File: config.mk
export PLATFORM = sky130hd
export DESIGN_NAME = control_multiciclo
export DESIGN_NICKNAME = d
export VERILOG_FILES = /design/src/rtl/control_multiciclo_pkg.sv /design/src/rtl/control_multiciclo_decode.sv /design/src/rtl/control_multiciclo.sv
export SDC_FILE = /design/constraint.sdc
export NUM_CORES = 1
export LEC_CHECK = 0
export ABC_CLOCK_PERIOD_IN_PS = 1400
export BUFFER_PORTS_ARGS = -buffer_cell sky130_fd_sc_hd__buf_2
export CORE_MARGIN = 4
export CORE_UTILIZATION = 43
export DETAILED_ROUTE_END_ITERATION = 10
export PLACE_DENSITY_LB_ADDON = 0.12
export SYNTH_ARGS = -nofsm -noshare
export SYNTH_HDL_FRONTEND = slang
export SYNTH_HIERARCHICAL = 1
export SYNTH_SLANG_ARGS = --single-unit
export TNS_END_PERCENT = 10
File: constraint.sdc
create_clock -name clk -period 1.4 [get_ports clk]
set_input_delay 0.07 -clock clk [delete_from_list [all_inputs] [get_ports clk]]
set_output_delay 0.07 -clock clk [all_outputs]
set_load 0.005 [all_outputs]
File: src/rtl/control_multiciclo_pkg.sv
// ---------------------------------------------------------------------------
// control_multiciclo_pkg
// Shared definitions for the multicycle control unit: state encoding,
// supported opcodes, ALU operation codes, ALU operand / PC source selects
// and the bundled control-word structure exchanged between the FSM top
// and its output decoder.
// ---------------------------------------------------------------------------
package control_multiciclo_pkg;

  // State encoding is also exported on the debug 'state' port, so the
  // numeric values are fixed here rather than left to the tool.
  typedef enum logic [3:0] {
    ST_IDLE     = 4'd0,
    ST_FETCH    = 4'd1,
    ST_DECODE   = 4'd2,
    ST_EXEC_R   = 4'd3,
    ST_MEM_ADDR = 4'd4,
    ST_MEM_RD   = 4'd5,
    ST_MEM_WR   = 4'd6,
    ST_WB_R     = 4'd7,
    ST_WB_MEM   = 4'd8,
    ST_BRANCH   = 4'd9
  } state_t;

  // Supported instruction opcodes
  localparam logic [5:0] OP_R   = 6'b000000;
  localparam logic [5:0] OP_LW  = 6'b100011;
  localparam logic [5:0] OP_SW  = 6'b101011;
  localparam logic [5:0] OP_BEQ = 6'b000100;

  // ALU operation codes
  localparam logic [2:0] ALU_ADD   = 3'b000;
  localparam logic [2:0] ALU_SUB   = 3'b001;
  localparam logic [2:0] ALU_FUNCT = 3'b010;

  // ALU operand B selects
  localparam logic [1:0] SRCB_REG    = 2'b00;
  localparam logic [1:0] SRCB_FOUR   = 2'b01;
  localparam logic [1:0] SRCB_IMM    = 2'b10;
  localparam logic [1:0] SRCB_IMM_SH = 2'b11;

  // PC source selects
  localparam logic [1:0] PCSRC_ALU    = 2'b00;
  localparam logic [1:0] PCSRC_ALUOUT = 2'b01;

  // Complete control word produced by the decoder for one cycle
  typedef struct packed {
    logic       pc_write;
    logic       pc_write_cond;
    logic       i_or_d;
    logic       mem_read;
    logic       mem_write;
    logic       ir_write;
    logic       reg_dst;
    logic       mem_to_reg;
    logic       reg_write;
    logic       alu_src_a;
    logic [1:0] alu_src_b;
    logic [2:0] alu_op;
    logic [1:0] pc_source;
  } ctrl_t;

  // True for the four opcodes this control unit knows how to sequence
  function automatic logic is_supported_op(input logic [5:0] op);
    return (op == OP_R) || (op == OP_LW) || (op == OP_SW) || (op == OP_BEQ);
  endfunction

endpackage

File: src/rtl/control_multiciclo_decode.sv
// ---------------------------------------------------------------------------
// control_multiciclo_decode
// Pure combinational decode of the registered FSM state into the datapath
// control word. Only FETCH looks at mem_ready, so the IR and PC are written
// exactly in the cycle the instruction word arrives from memory.
//
// Ports:
//   state     in   current FSM state
//   mem_ready in   memory handshake (access completes when 1)
//   ctrl      out  control word for this cycle
// ---------------------------------------------------------------------------
module control_multiciclo_decode
  import control_multiciclo_pkg::*;
(
  input  state_t state,
  input  logic   mem_ready,
  output ctrl_t  ctrl
);

  // Every field starts at zero, so each state only lists what it asserts.
  always_comb begin
    ctrl = '0;
    case (state)
      ST_FETCH: begin
        ctrl.mem_read  = 1'b1;
        ctrl.i_or_d    = 1'b0;
        ctrl.alu_src_a = 1'b0;
        ctrl.alu_src_b = SRCB_FOUR;
        ctrl.alu_op    = ALU_ADD;
        ctrl.pc_source = PCSRC_ALU;
        ctrl.ir_write  = mem_ready;
        ctrl.pc_write  = mem_ready;
      end
      ST_DECODE: begin
        // Precompute branch target while the register file is read
        ctrl.alu_src_a = 1'b0;
        ctrl.alu_src_b = SRCB_IMM_SH;
        ctrl.alu_op    = ALU_ADD;
      end
      ST_EXEC_R: begin
        ctrl.alu_src_a = 1'b1;
        ctrl.alu_src_b = SRCB_REG;
        ctrl.alu_op    = ALU_FUNCT;
      end
      ST_WB_R: begin
        ctrl.reg_dst    = 1'b1;
        ctrl.mem_to_reg = 1'b0;
        ctrl.reg_write  = 1'b1;
      end
      ST_MEM_ADDR: begin
        ctrl.alu_src_a = 1'b1;
        ctrl.alu_src_b = SRCB_IMM;
        ctrl.alu_op    = ALU_ADD;
      end
      ST_MEM_RD: begin
        ctrl.mem_read = 1'b1;
        ctrl.i_or_d   = 1'b1;
      end
      ST_MEM_WR: begin
        ctrl.mem_write = 1'b1;
        ctrl.i_or_d    = 1'b1;
      end
      ST_WB_MEM: begin
        ctrl.reg_dst    = 1'b0;
        ctrl.mem_to_reg = 1'b1;
        ctrl.reg_write  = 1'b1;
      end
      ST_BRANCH: begin
        // Compare operands; PC takes the target held in ALUOut if Zero
        ctrl.alu_src_a     = 1'b1;
        ctrl.alu_src_b     = SRCB_REG;
        ctrl.alu_op        = ALU_SUB;
        ctrl.pc_write_cond = 1'b1;
        ctrl.pc_source     = PCSRC_ALUOUT;
      end
      default: ctrl = '0;
    endcase
  end

endmodule

File: src/rtl/control_multiciclo.sv
// ---------------------------------------------------------------------------
// control_multiciclo
// Multicycle MIPS-style control unit supporting R-type, LW, SW and BEQ.
// The FSM leaves IDLE once 'run' is seen and then loops through
// instructions forever; only reset brings it back to IDLE.
//
// Ports:
//   clk, reset        clock and asynchronous active-high reset
//   run               start request, looked at only in IDLE
//   OpCode            opcode from the instruction register
//   Zero              ALU zero flag (gates PCWriteCond in the datapath)
//   mem_ready         memory handshake
//   PCWrite..ALUSrcA  single-bit datapath controls
//   ALUSrcB, ALUOp    ALU operand / operation selects
//   PCSource          PC input select
//   illegal_op        one-cycle pulse in DECODE on an unknown opcode
//   state             current state encoding (debug)
// ---------------------------------------------------------------------------
module control_multiciclo
  import control_multiciclo_pkg::*;
(
  input  logic       clk,
  input  logic       reset,
  input  logic       run,
  input  logic [5:0] OpCode,
  input  logic       Zero,
  input  logic       mem_ready,
  output logic       PCWrite,
  output logic       PCWriteCond,
  output logic       IorD,
  output logic       MemRead,
  output logic       MemToWrite,
  output logic       IRWrite,
  output logic       RegDst,
  output logic       MemToReg,
  output logic       RegWrite,
  output logic       ALUSrcA,
  output logic [1:0] ALUSrcB,
  output logic [2:0] ALUOp,
  output logic [1:0] PCSource,
  output logic       illegal_op,
  output logic [3:0] state
);

  state_t state_q;
  state_t state_d;
  ctrl_t  ctrl;

  // Zero is applied to PCWriteCond inside the datapath, not here; it is
  // kept on the port list so the control/datapath boundary stays complete.
  logic unused_zero;
  assign unused_zero = Zero;

  // State register; reset aborts any instruction immediately.
  always_ff @(posedge clk or posedge reset) begin
    if (reset) state_q <= ST_IDLE;
    else       state_q <= state_d;
  end

  // Next-state logic. Memory states hold until the handshake completes;
  // an unknown opcode in DECODE simply restarts with a fresh fetch.
  always_comb begin
    state_d = state_q;
    case (state_q)
      ST_IDLE:     if (run) state_d = ST_FETCH;
      ST_FETCH:    if (mem_ready) state_d = ST_DECODE;
      ST_DECODE: begin
        if (OpCode == OP_R)                          state_d = ST_EXEC_R;
        else if ((OpCode == OP_LW) || (OpCode == OP_SW)) state_d = ST_MEM_ADDR;
        else if (OpCode == OP_BEQ)                   state_d = ST_BRANCH;
        else                                         state_d = ST_FETCH;
      end
      ST_EXEC_R:   state_d = ST_WB_R;
      ST_WB_R:     state_d = ST_FETCH;
      ST_MEM_ADDR: state_d = (OpCode == OP_LW) ? ST_MEM_RD : ST_MEM_WR;
      ST_MEM_RD:   if (mem_ready) state_d = ST_WB_MEM;
      ST_MEM_WR:   if (mem_ready) state_d = ST_FETCH;
      ST_WB_MEM:   state_d = ST_FETCH;
      ST_BRANCH:   state_d = ST_FETCH;
      default:     state_d = ST_IDLE;
    endcase
  end

  control_multiciclo_decode u_decode (
    .state     (state_q),
    .mem_ready (mem_ready),
    .ctrl      (ctrl)
  );

  assign PCWrite     = ctrl.pc_write;
  assign PCWriteCond = ctrl.pc_write_cond;
  assign IorD        = ctrl.i_or_d;
  assign MemRead     = ctrl.mem_read;
  assign MemToWrite  = ctrl.mem_write;
  assign IRWrite     = ctrl.ir_write;
  assign RegDst      = ctrl.reg_dst;
  assign MemToReg    = ctrl.mem_to_reg;
  assign RegWrite    = ctrl.reg_write;
  assign ALUSrcA     = ctrl.alu_src_a;
  assign ALUSrcB     = ctrl.alu_src_b;
  assign ALUOp       = ctrl.alu_op;
  assign PCSource    = ctrl.pc_source;

  // DECODE lasts exactly one cycle, so this is naturally a single pulse.
  assign illegal_op = (state_q == ST_DECODE) && !is_supported_op(OpCode);

  assign state = state_q;

endmodule

==> impl_results.md, run 1 <==
- CTS Root Cell: clkbuf_4
- Post-synthesis compound-gate area fraction: between 10 and 15%
- Routability cong.: ~0.8
- Worst-path clk slew: roughly 0.05 ns
- Psw: between 700 and 800 uW
- Wire length per cell: approximately 13 um
- Boundary Pins: 33
- Iteration-0 DRC count of the detailed router: 4
- Filler Cell Count: 118
- Status: complete, but fails checks
- Final Hold Viols: 0
- PwrDens: ~1900 nW/um2
- Yosys warning total: 6
- Hpwl dp: 1.216 mm
- Number of max-cap violations: 0
- Fin crit period: between 1 and 1.5 ns
- Cells after synthesis: between 70 and 80
- Period utilization: 103.8%
- Post-synthesis adder-cell area fraction: 0%
- CTS sink cnt: 4
- CTS Buffer Depth: 2
- Final wirelength: 1.683 mm
- Drt first pass iters: 4
- Clk pwr share: about 9.0%
- Top_reg_cell synth: dfrtp_1
- Final setup viols: 5
- DP Area: about 740 um2
- Area of the core: 1301 um2
- Area growth from synthesis to layout: 52.75%
- Die area: approximately 2000 um2
- Sequential power share: 14.7%
- Post-synth ARST share: between 90% and 100%
- Final nets: 131
- Die width: around 45 um
- Share of layout cells above drive strength 1: about 56%
- Worst setup EP type: output port
- Combinational fraction of design power: around three quarters
- Final worst slack: -0.05374 ns
- Syn Std Cell Area: just under 600 um2
- Post-Synth XOR/XNOR Area: roughly 3.0%
- Register bit count reported by yosys: 4
- P_leak: 0.0004478 uW
- Synth unique cells: 38
- TritonCTS clock tree: built
- Clock Latency Late Sink: between 0.2 and 0.3 ns
- Max Fanout on Critical Path: 7
- CP Class: flop to output port
- Initial Utilization: roughly 45%
- DR vias/cell: ~5.4
- Largest family of logic cells by synthesized area: simple AND/OR/NAND/NOR gates
- Initial antenna violation count: 0
- Post-route cell area: approximately 900 um2
- Row count: 13
- Syn Area/Cell: around 7.6 um2
- Internal cell power: about 960 uW
- Clock Skew: about 0.012 ns
- Max reg flops: 4
- Switching share of power: about 43%
- DRC: 0
- Antenna diode instance count: 0
- Failing checks: negative setup slack
- Simple-Gate Fraction of Synth Area: about 50%
- Fmax achieved: about 0.69 GHz
- Largest net degree at the start of global routing: 9
- RSZ-0062 raised after global routing: true
- Required time worst endpoint: 1.33 ns
- Global Route Usage Sum: a little under a fifth
- Remaining antenna violation count: 0
- Vias in the first global route: roughly 670
- Data arrival time of the worst path: 1.38 ns
- Mux contribution to synthesized area: 0%
- Port Buffers: 29
- First-pass GRT wire length: between 2 and 3 mm
- Pins Over Slew Limit: 0
- Share of the yosys chip area belonging to registers: between 10% and 20%
- Vias: between 700 and 800
- Hold Path Class: input port to flop
- EDFF count, synth: 0
- Num CTS Buffers: 3
- # H-tree levels: 1
- Height of the die: ~45 um
- Final hold slack: 0.1413 ns
- Worst vdd ir: about 0.88 mV
- CP Launch Type: flop
- Total global routing overflow: 0
[path summary, 6_finish.rpt]
kind	start	depth (start not counted)	slack [ns]	to
worst max-delay path	state[2]	3	-0.05	ALUSrcA
worst min-delay path	OpCode[2]	3	0.14	state[3]
worst max register to register	state[2]	6	-0.01	state[0]
worst min register to register	state[3]	3	0.66	state[0]
max in group asynchronous	reset	3	0.95	state[0]
min in group asynchronous	reset	3	0.26	state[1]
[repair_timing]
item	in CTS	in global routing
pin swaps	3	0
gates resized for setup	9	5
endpoints found under the hold margin	4	0
buffers inserted	8	0
setup endpoints to repair	11	11
hold buffers	1	0
[cell usage in the layout, fill, tap and decap left out, drive strengths merged, types with 3 or more instances in the layout]
| master | synthesis | routed |
|---|---|---|
| nor3 | 5 | 5 |
| nand3b | 3 | 3 |
| dfrtp | 4 | 4 |
| nand2b | 3 | 3 |
| nor3b | 3 | 3 |
| buf | 12 | 47 |
| nor2 | 10 | 10 |
| clkbuf | 0 | 3 |
| nand2 | 4 | 4 |
| and4bb | 3 | 3 |
| o21ai | 4 | 4 |
[layout make-up]
| class | count | area, um2 | share of cell area (%) |
|---|---|---|---|
| flip-flops and latches | 4 | 105.1 | 11.65 |
| repair buffers | 48 | 306.5 | 33.98 |
| multi-input cells | 61 | 441.7 | 48.96 |
| clock buffers | 3 | 22.52 | 2.497 |
| inverters | 2 | 7.507 | 0.8322 |
| well taps | 15 | 18.77 | 2.080 |
[cells by family after synthesis]
logic type      after synthesis
other cells                   1
simple gates                 45
flops                         4
xor+xnor                      2
compound gates               12
buf+inv                      14
[power by group through the flow]
stage | registers [uW] | clock network (uW) | logic (uW)
finish | 249 | 152 | 1290
detailed placement | 290 | 0 | 1000
floorplan | 213 | 0 | 755
CTS | 249 | 148 | 1260
global placement | 293 | 0 | 991
global route | 262 | 159 | 1420
[worst max-delay path, stage by stage, from the launching register on]
cell and delay [ns]:
dfrtp_2 0.42, and4bb_1 0.24, or3_1 0.34, buf_2 0.13
[metrics by stage]
| step | TNS, ns | power, uW | utilization [%] | setup WS, ns | instances |
|---|---|---|---|---|---|
| 2_1_floorplan | 0 | 968.0 | - | 0.1503 | 79 |
| 3_3_place_gp | -0.003474 | 1284 | 56.92 | -0.003474 | 121 |
| 3_5_place_dp | -0.02368 | 1294 | 56.92 | -0.02368 | 121 |
| 4_1_cts | -0.1454 | 1659 | 67.88 | -0.05784 | 133 |
| 5_1_grt | -0.5671 | 1846 | 69.33 | -0.1130 | 133 |
| 6_report | -0.1523 | 1689 | 69.33 | -0.05374 | 133 |
[metal layers]
layer	up-vias	part of all wire, %	track usage (%)
met3	7	8.4	3.984
met5	-	0	0
met2	32	53	33.33
li1	357	-	-
met1	320	36	18.69
met4	0	2.7	11.70
[Yosys cell counts, types with 2 or more instances]
cell type	number	area share, %
nand2b_1	3	3.2
nor2_1	9	5.7
nand4_1	2	2.1
nor3_1	5	4.2
nand2_1	4	2.5
inv_1	2	1.3
dfrtp_1	4	17
nor4b_1	2	3.0
and4bb_1	2	4.2
buf_6	2	3.8
buf_4	8	10
xnor2_1	2	3.0
nand3b_1	3	3.8
buf_2	2	1.7
nor3b_1	3	3.8
o21ai_0	3	2.5
Power figures use the tool's default switching activity.
==> run 2: changes to the inputs <==
Settings changed: SKIP_CTS_REPAIR_TIMING from default to 1.
==> run 2 against run 1 <==
Net effect:
- the flow still finishes with violations (negative setup slack)
- sequential power is essentially flat
- largest power group unchanged
- worst hold slack better by 0.0085 ns
- design area grew 0.55%
- power up 4.4%
- wire length is 3.6% higher
- first-iteration DRC count did not move
- global-route usage decreased by 2.3 points
- critical path type unchanged
- clock-buffer cell count unchanged
- combinational power increased by 5%
- clock skew is 0.0063 ns lower
==> impl_results.md, run 2 (synthesized netlist as in run 1, its figures left out) <==
- Vias in the first global route: 584 (was 673)
- CTS Root Cell: clkbuf_4 (unchanged)
- Final worst slack: -0.06936 ns (was -0.05374 ns)
- Area of the core: 1301 um2 (unchanged)
- R2R Path Start: state[1] (was state[2])
- P_leak: 0.0004555 uW (was 0.0004478 uW)
- Post-Layout Cell Count: 134 (was 133)
- Antenna diode instance count: 0 (unchanged)
- Hold Path Origin: OpCode[2] (unchanged)
- Worst-path clk slew: 0.04 ns (was 0.05 ns)
- CP Launch Type: flop (unchanged)
- DR vias/cell: 5.440 (was 5.383)
- Final Hold Viols: 0 (unchanged)
- Hpwl dp: 1.216 mm (unchanged)
- Die area: 2030 um2 (unchanged)
- Status: complete, but fails checks (unchanged)
- CTS sink cnt: 4 (unchanged)
- Max reg flops: 4 (unchanged)
- CTS Buffer Depth: 2 (unchanged)
- Number of max-cap violations: 0 (unchanged)
- Inst Count DP: 121 (unchanged)
- Worst setup EP type: output port (unchanged)
- Initial Utilization: 45.38% (unchanged)
- Failing checks: negative setup slack (unchanged)
- First-pass GRT wire length: 2.318 mm (was 2.663 mm)
- Grt met2 use: 27.68% (was 33.33%)
- TritonCTS clock tree: built (unchanged)
- Commonest non-fill, non-tap cell in the layout: buf_2 (unchanged)
- R2R setup slack: -0.02 ns (was -0.01 ns)
- Num CTS Buffers: 3 (unchanged)
- Routability cong.: 0.7991 (unchanged)
- Hold Path Class: input port to flop (unchanged)
- Pre-CTS setup slack: -0.02368 ns (unchanged)
- PwrDens: 1943 nW/um2 (was 1872 nW/um2)
- Final nets: 132 (was 131)
- Initial antenna violation count: 0 (unchanged)
- GR peak layer: met2 (unchanged)
- DRC: 0 (unchanged)
- # H-tree levels: 1 (unchanged)
- Worst setup path startpoint: state[1] (was state[2])
- Data arrival time of the worst path: 1.40 ns (was 1.38 ns)
- Fmax achieved: 0.6806 GHz (was 0.6879 GHz)
- Drt first pass iters: 4 (unchanged)
- Row count: 13 (unchanged)
- Clock Latency Late Sink: 0.24 ns (was 0.25 ns)
- Die width: 45.06 um (unchanged)
- Final setup viols: 5 (unchanged)
- Met1 usage: 16.75% (was 18.69%)
- Remaining antenna violation count: 0 (unchanged)
- Share of layout cells above drive strength 1: 57.14% (was 55.93%)
- Final wirelength: 1.743 mm (was 1.683 mm)
- RSZ-0062 raised after global routing: true (unchanged)
- Largest net degree at the start of global routing: 14 (was 9)
- Pins Over Slew Limit: 0 (unchanged)
- Height of the die: 45.06 um (unchanged)
- Met3 Usage GRT: 3.984% (unchanged)
- Worst vdd ir: 0.8508 mV (was 0.8822 mV)
- Boundary Pins: 33 (unchanged)
- Clock Skew: 0.005874 ns (was 0.01222 ns)
- Iteration-0 DRC count of the detailed router: 4 (unchanged)
- Required time worst endpoint: 1.33 ns (about the same)
- Vias: 729 (was 716)
- Fin crit period: 1.469 ns (was 1.454 ns)
- Period utilization: 105.0% (was 103.8%)
- Wire length per cell: 13.01 um (was 12.65 um)
- Most frequent cells in the layout: buf_2, buf_4, nor2_1 (unchanged)
- Area growth from synthesis to layout: 53.60% (was 52.75%)
- CP Class: flop to output port (unchanged)
- Max Fanout on Critical Path: 8 (was 7)
- Global Route Usage Sum: 16.11% (was 18.40%)
- Port Buffers: 29 (unchanged)
- Total global routing overflow: 0 (unchanged)
-- run 2: final timing paths --
| kind | endpoint | cells after the start |
|---|---|---|
| min in group asynchronous | state[1] | 3 |
| hold reg to reg | state[0] | 3 |
| max in group asynchronous | state[0] | 3 |
| hold / removal | state[3] | 3 |
| setup reg to reg | state[1] | 4 |
| setup / recovery | ALUSrcA | 3 |
-- run 2: cell type report --
type / count / area [um2]
well taps: 15 / 18.77
inverters: 2 / 7.507
repair buffers: 49 / 302.8
fillers: 114 / 394.1
clock buffers: 3 / 22.52
flip-flops and latches: 4 / 105.1
multi-input cells: 61 / 450.4
-- run 2: layer usage --
layer | vias up | share of wire (%)
li1 | 357 | -
met1 | 329 | 36
met2 | 38 | 54
met3 | 5 | 8.1
met4 | 0 | 2.0
met5 | - | 0
-- run 2: report_power, final --
part / switching, uW / internal, uW
registers: 79.3 / 173
logic: 631 / 731
clock network: 51.7 / 96.2
-- run 2: worst max-delay path, cell delays in order (launching register included) --
cell and delay, ns:
dfrtp_2 0.45, and4bb_1 0.22, or3_1 0.36, buf_2 0.13
-- run 2: stage by stage --
step                utilization, %  power, uW  setup TNS (ns)  hold slack [ns]  area [um2]
floorplan                        -      968.0               0          -0.1639       594.3
global placement             56.92       1284       -0.003474         -0.05221       740.7
detailed placement           56.92       1294        -0.02368         -0.03895       740.7
CTS                          58.65       1447         -0.9455          -0.2913       763.2
global route                 69.71       1923         -0.6557           0.1573       907.1
finish                       69.71       1763         -0.1876           0.1498       907.1
==> run 3: changes to the inputs <==
Settings changed: CORE_MARGIN 4 to default.
==> run 3 against run 2 <==
Net effect:
- the run still ends with negative setup slack left
- wire length is 15% lower
- worst setup slack worse by 0.065 ns
- clock-buffer cell count stayed put
- core utilization is 3.5 points higher
- maximum frequency is 4.2% lower
- sequential power is 14% higher
- sequential cell count stayed put
- first-iteration DRC count is 25% higher
- via count is 7.1% lower
- clock skew is 0.0043 ns lower
- power is 5.5% lower
- design area is 4.3% lower
- highest routed layer unchanged
==> impl_results.md, run 3 (synthesized netlist as in run 1, its figures left out) <==
- # H-tree levels: 1 (unchanged)
- Die area: 1526 um2 (was 2030 um2)
- Worst vdd ir: 1.116 mV (was 0.8508 mV)
- DP Area: 744.5 um2 (was 740.7 um2)
- Final nets: 126 (was 132)
- Area growth from synthesis to layout: 47.03% (was 53.60%)
- Max reg flops: 4 (unchanged)
- Fin util: 73.21% (was 69.71%)
- Seq. cell area: 105.1 um2 (unchanged)
- Clock Latency Late Sink: 0.23 ns (was 0.24 ns)
- Worst-path clk slew: 0.04 ns (about the same)
- PwrDens: 1919 nW/um2 (was 1943 nW/um2)
- DR vias/cell: 5.331 (was 5.440)
- Post-route cell area: 868.3 um2 (was 907.1 um2)
- First-pass GRT wire length: 1.980 mm (was 2.318 mm)
- Fmax achieved: 0.6519 GHz (was 0.6806 GHz)
- Pins Over Slew Limit: 0 (unchanged)
- CTS sink cnt: 4 (unchanged)
- Remaining antenna violation count: 0 (unchanged)
- Final worst slack: -0.1340 ns (was -0.06936 ns)
- Final wirelength: 1.485 mm (was 1.743 mm)
- CTS Root Cell: clkbuf_4 (unchanged)
- Share of layout cells above drive strength 1: 51.33% (was 57.14%)
- Routability cong.: 0.8037 (was 0.7991)
- Failing checks: negative setup slack (unchanged)
- Worst setup EP type: output port (unchanged)
- Vias: 677 (was 729)
- Clock Skew: 0.001569 ns (was 0.005874 ns)
- Boundary Pins: 33 (unchanged)
- Global Route Usage Sum: 19.86% (was 16.11%)
- Wire length per cell: 11.69 um (was 13.01 um)
- Hpwl dp: 995.5 um (was 1.216 mm)
- Period utilization: 109.6% (was 105.0%)
- Post-Layout Cell Count: 127 (was 134)
- Iteration-0 DRC count of the detailed router: 5 (was 4)
- Initial Utilization: 49.79% (was 45.38%)
- Vias in the first global route: 479 (was 584)
- CTS Buffer Depth: 2 (unchanged)
- Num CTS Buffers: 3 (unchanged)
- Data arrival time of the worst path: 1.46 ns (was 1.40 ns)
- RSZ-0062 raised after global routing: true (unchanged)
- Initial antenna violation count: 0 (unchanged)
- Inst Count DP: 119 (was 121)
- Commonest non-fill, non-tap cell in the layout: buf_2 (unchanged)
- TritonCTS clock tree: built (unchanged)
- Final setup viols: 9 (was 5)
- Final hold slack: 0.1364 ns (was 0.1498 ns)
- CP Launch Type: flop (unchanged)
- Hold depth: 3 (unchanged)
- Port Buffers: 29 (unchanged)
- Filler Cell Count: 106 (was 114)
- Status: complete, but fails checks (unchanged)
- Area of the multi-input gates: 414.1 um2 (was 450.4 um2)
- Max Fanout on Critical Path: 7 (was 8)
- Required time worst endpoint: 1.33 ns (about the same)
- Setup TNS: -0.6400 ns (was -0.1876 ns)
- Most frequent cells in the layout: buf_2, buf_4, nor2_1 (unchanged)
- Row count: 12 (was 13)
- Final Hold Viols: 0 (unchanged)
- Total global routing overflow: 0 (unchanged)
- Drt first pass iters: 3 (was 4)
- Worst Reg2Reg Path Length in Cells: 5 (was 4)
- Antenna diode instance count: 0 (unchanged)
- CP Class: flop to output port (unchanged)
- DRC: 0 (unchanged)
- P_leak: 0.0004228 uW (was 0.0004555 uW)
- Die width: 39.06 um (was 45.06 um)
- Hold Path Class: input port to flop (unchanged)
- Area of the core: 1186 um2 (was 1301 um2)
- Fin crit period: 1.534 ns (was 1.469 ns)
- Largest net degree at the start of global routing: 26 (was 14)
- Number of max-cap violations: 0 (unchanged)
- Height of the die: 39.06 um (was 45.06 um)
[run 3: area by class of cell]
cell class	instances	share of cell area, %
clock buffers	3	2.594
inverters	2	0.8646
multi-input cells	61	47.69
flip-flops and latches	4	12.10
well taps	14	2.017
repair buffers	43	34.73
[run 3: metrics by stage]
step	total power (uW)	setup WS [ns]
after floorplan	968.0	0.1503
after global placement	1278	0.04618
after detailed placement	1297	0.04256
after CTS	1449	-0.1959
after global routing	1803	-0.1902
final	1666	-0.1340
[run 3: layer usage]
metal	global-route usage [%]	wire, um	vias to the layer above
met1	21.25	652	300
met5	0	0	-
met2	33.75	749	27
met3	6.936	70	2
met4	10.34	13	0
li1	-	-	348
[run 3: critical path, stage by stage (launching register included)]
cell and delay (ns):
dfrtp_2 0.42, buf_12 0.14, and4bb_1 0.21, or3_1 0.33
buf_2 0.13
[run 3: power by group]
part,internal [uW],total (uW),switching [uW],leakage [uW]
clock,95.9,143,46.9,0.0000138
combinational,694,1240,542,0.000363
sequential,173,287,114,0.0000459
total,963,1670,703,0.000423
[run 3: worst paths after layout]
kind | endpoint | from | slack [ns]
setup / recovery | ALUSrcA | state[1] | -0.13
hold / removal | state[3] | OpCode[2] | 0.14
setup reg to reg | state[1] | state[1] | -0.10
hold reg to reg | state[2] | state[3] | 0.69
max in group asynchronous | state[1] | reset | 0.98
min in group asynchronous | state[3] | reset | 0.26
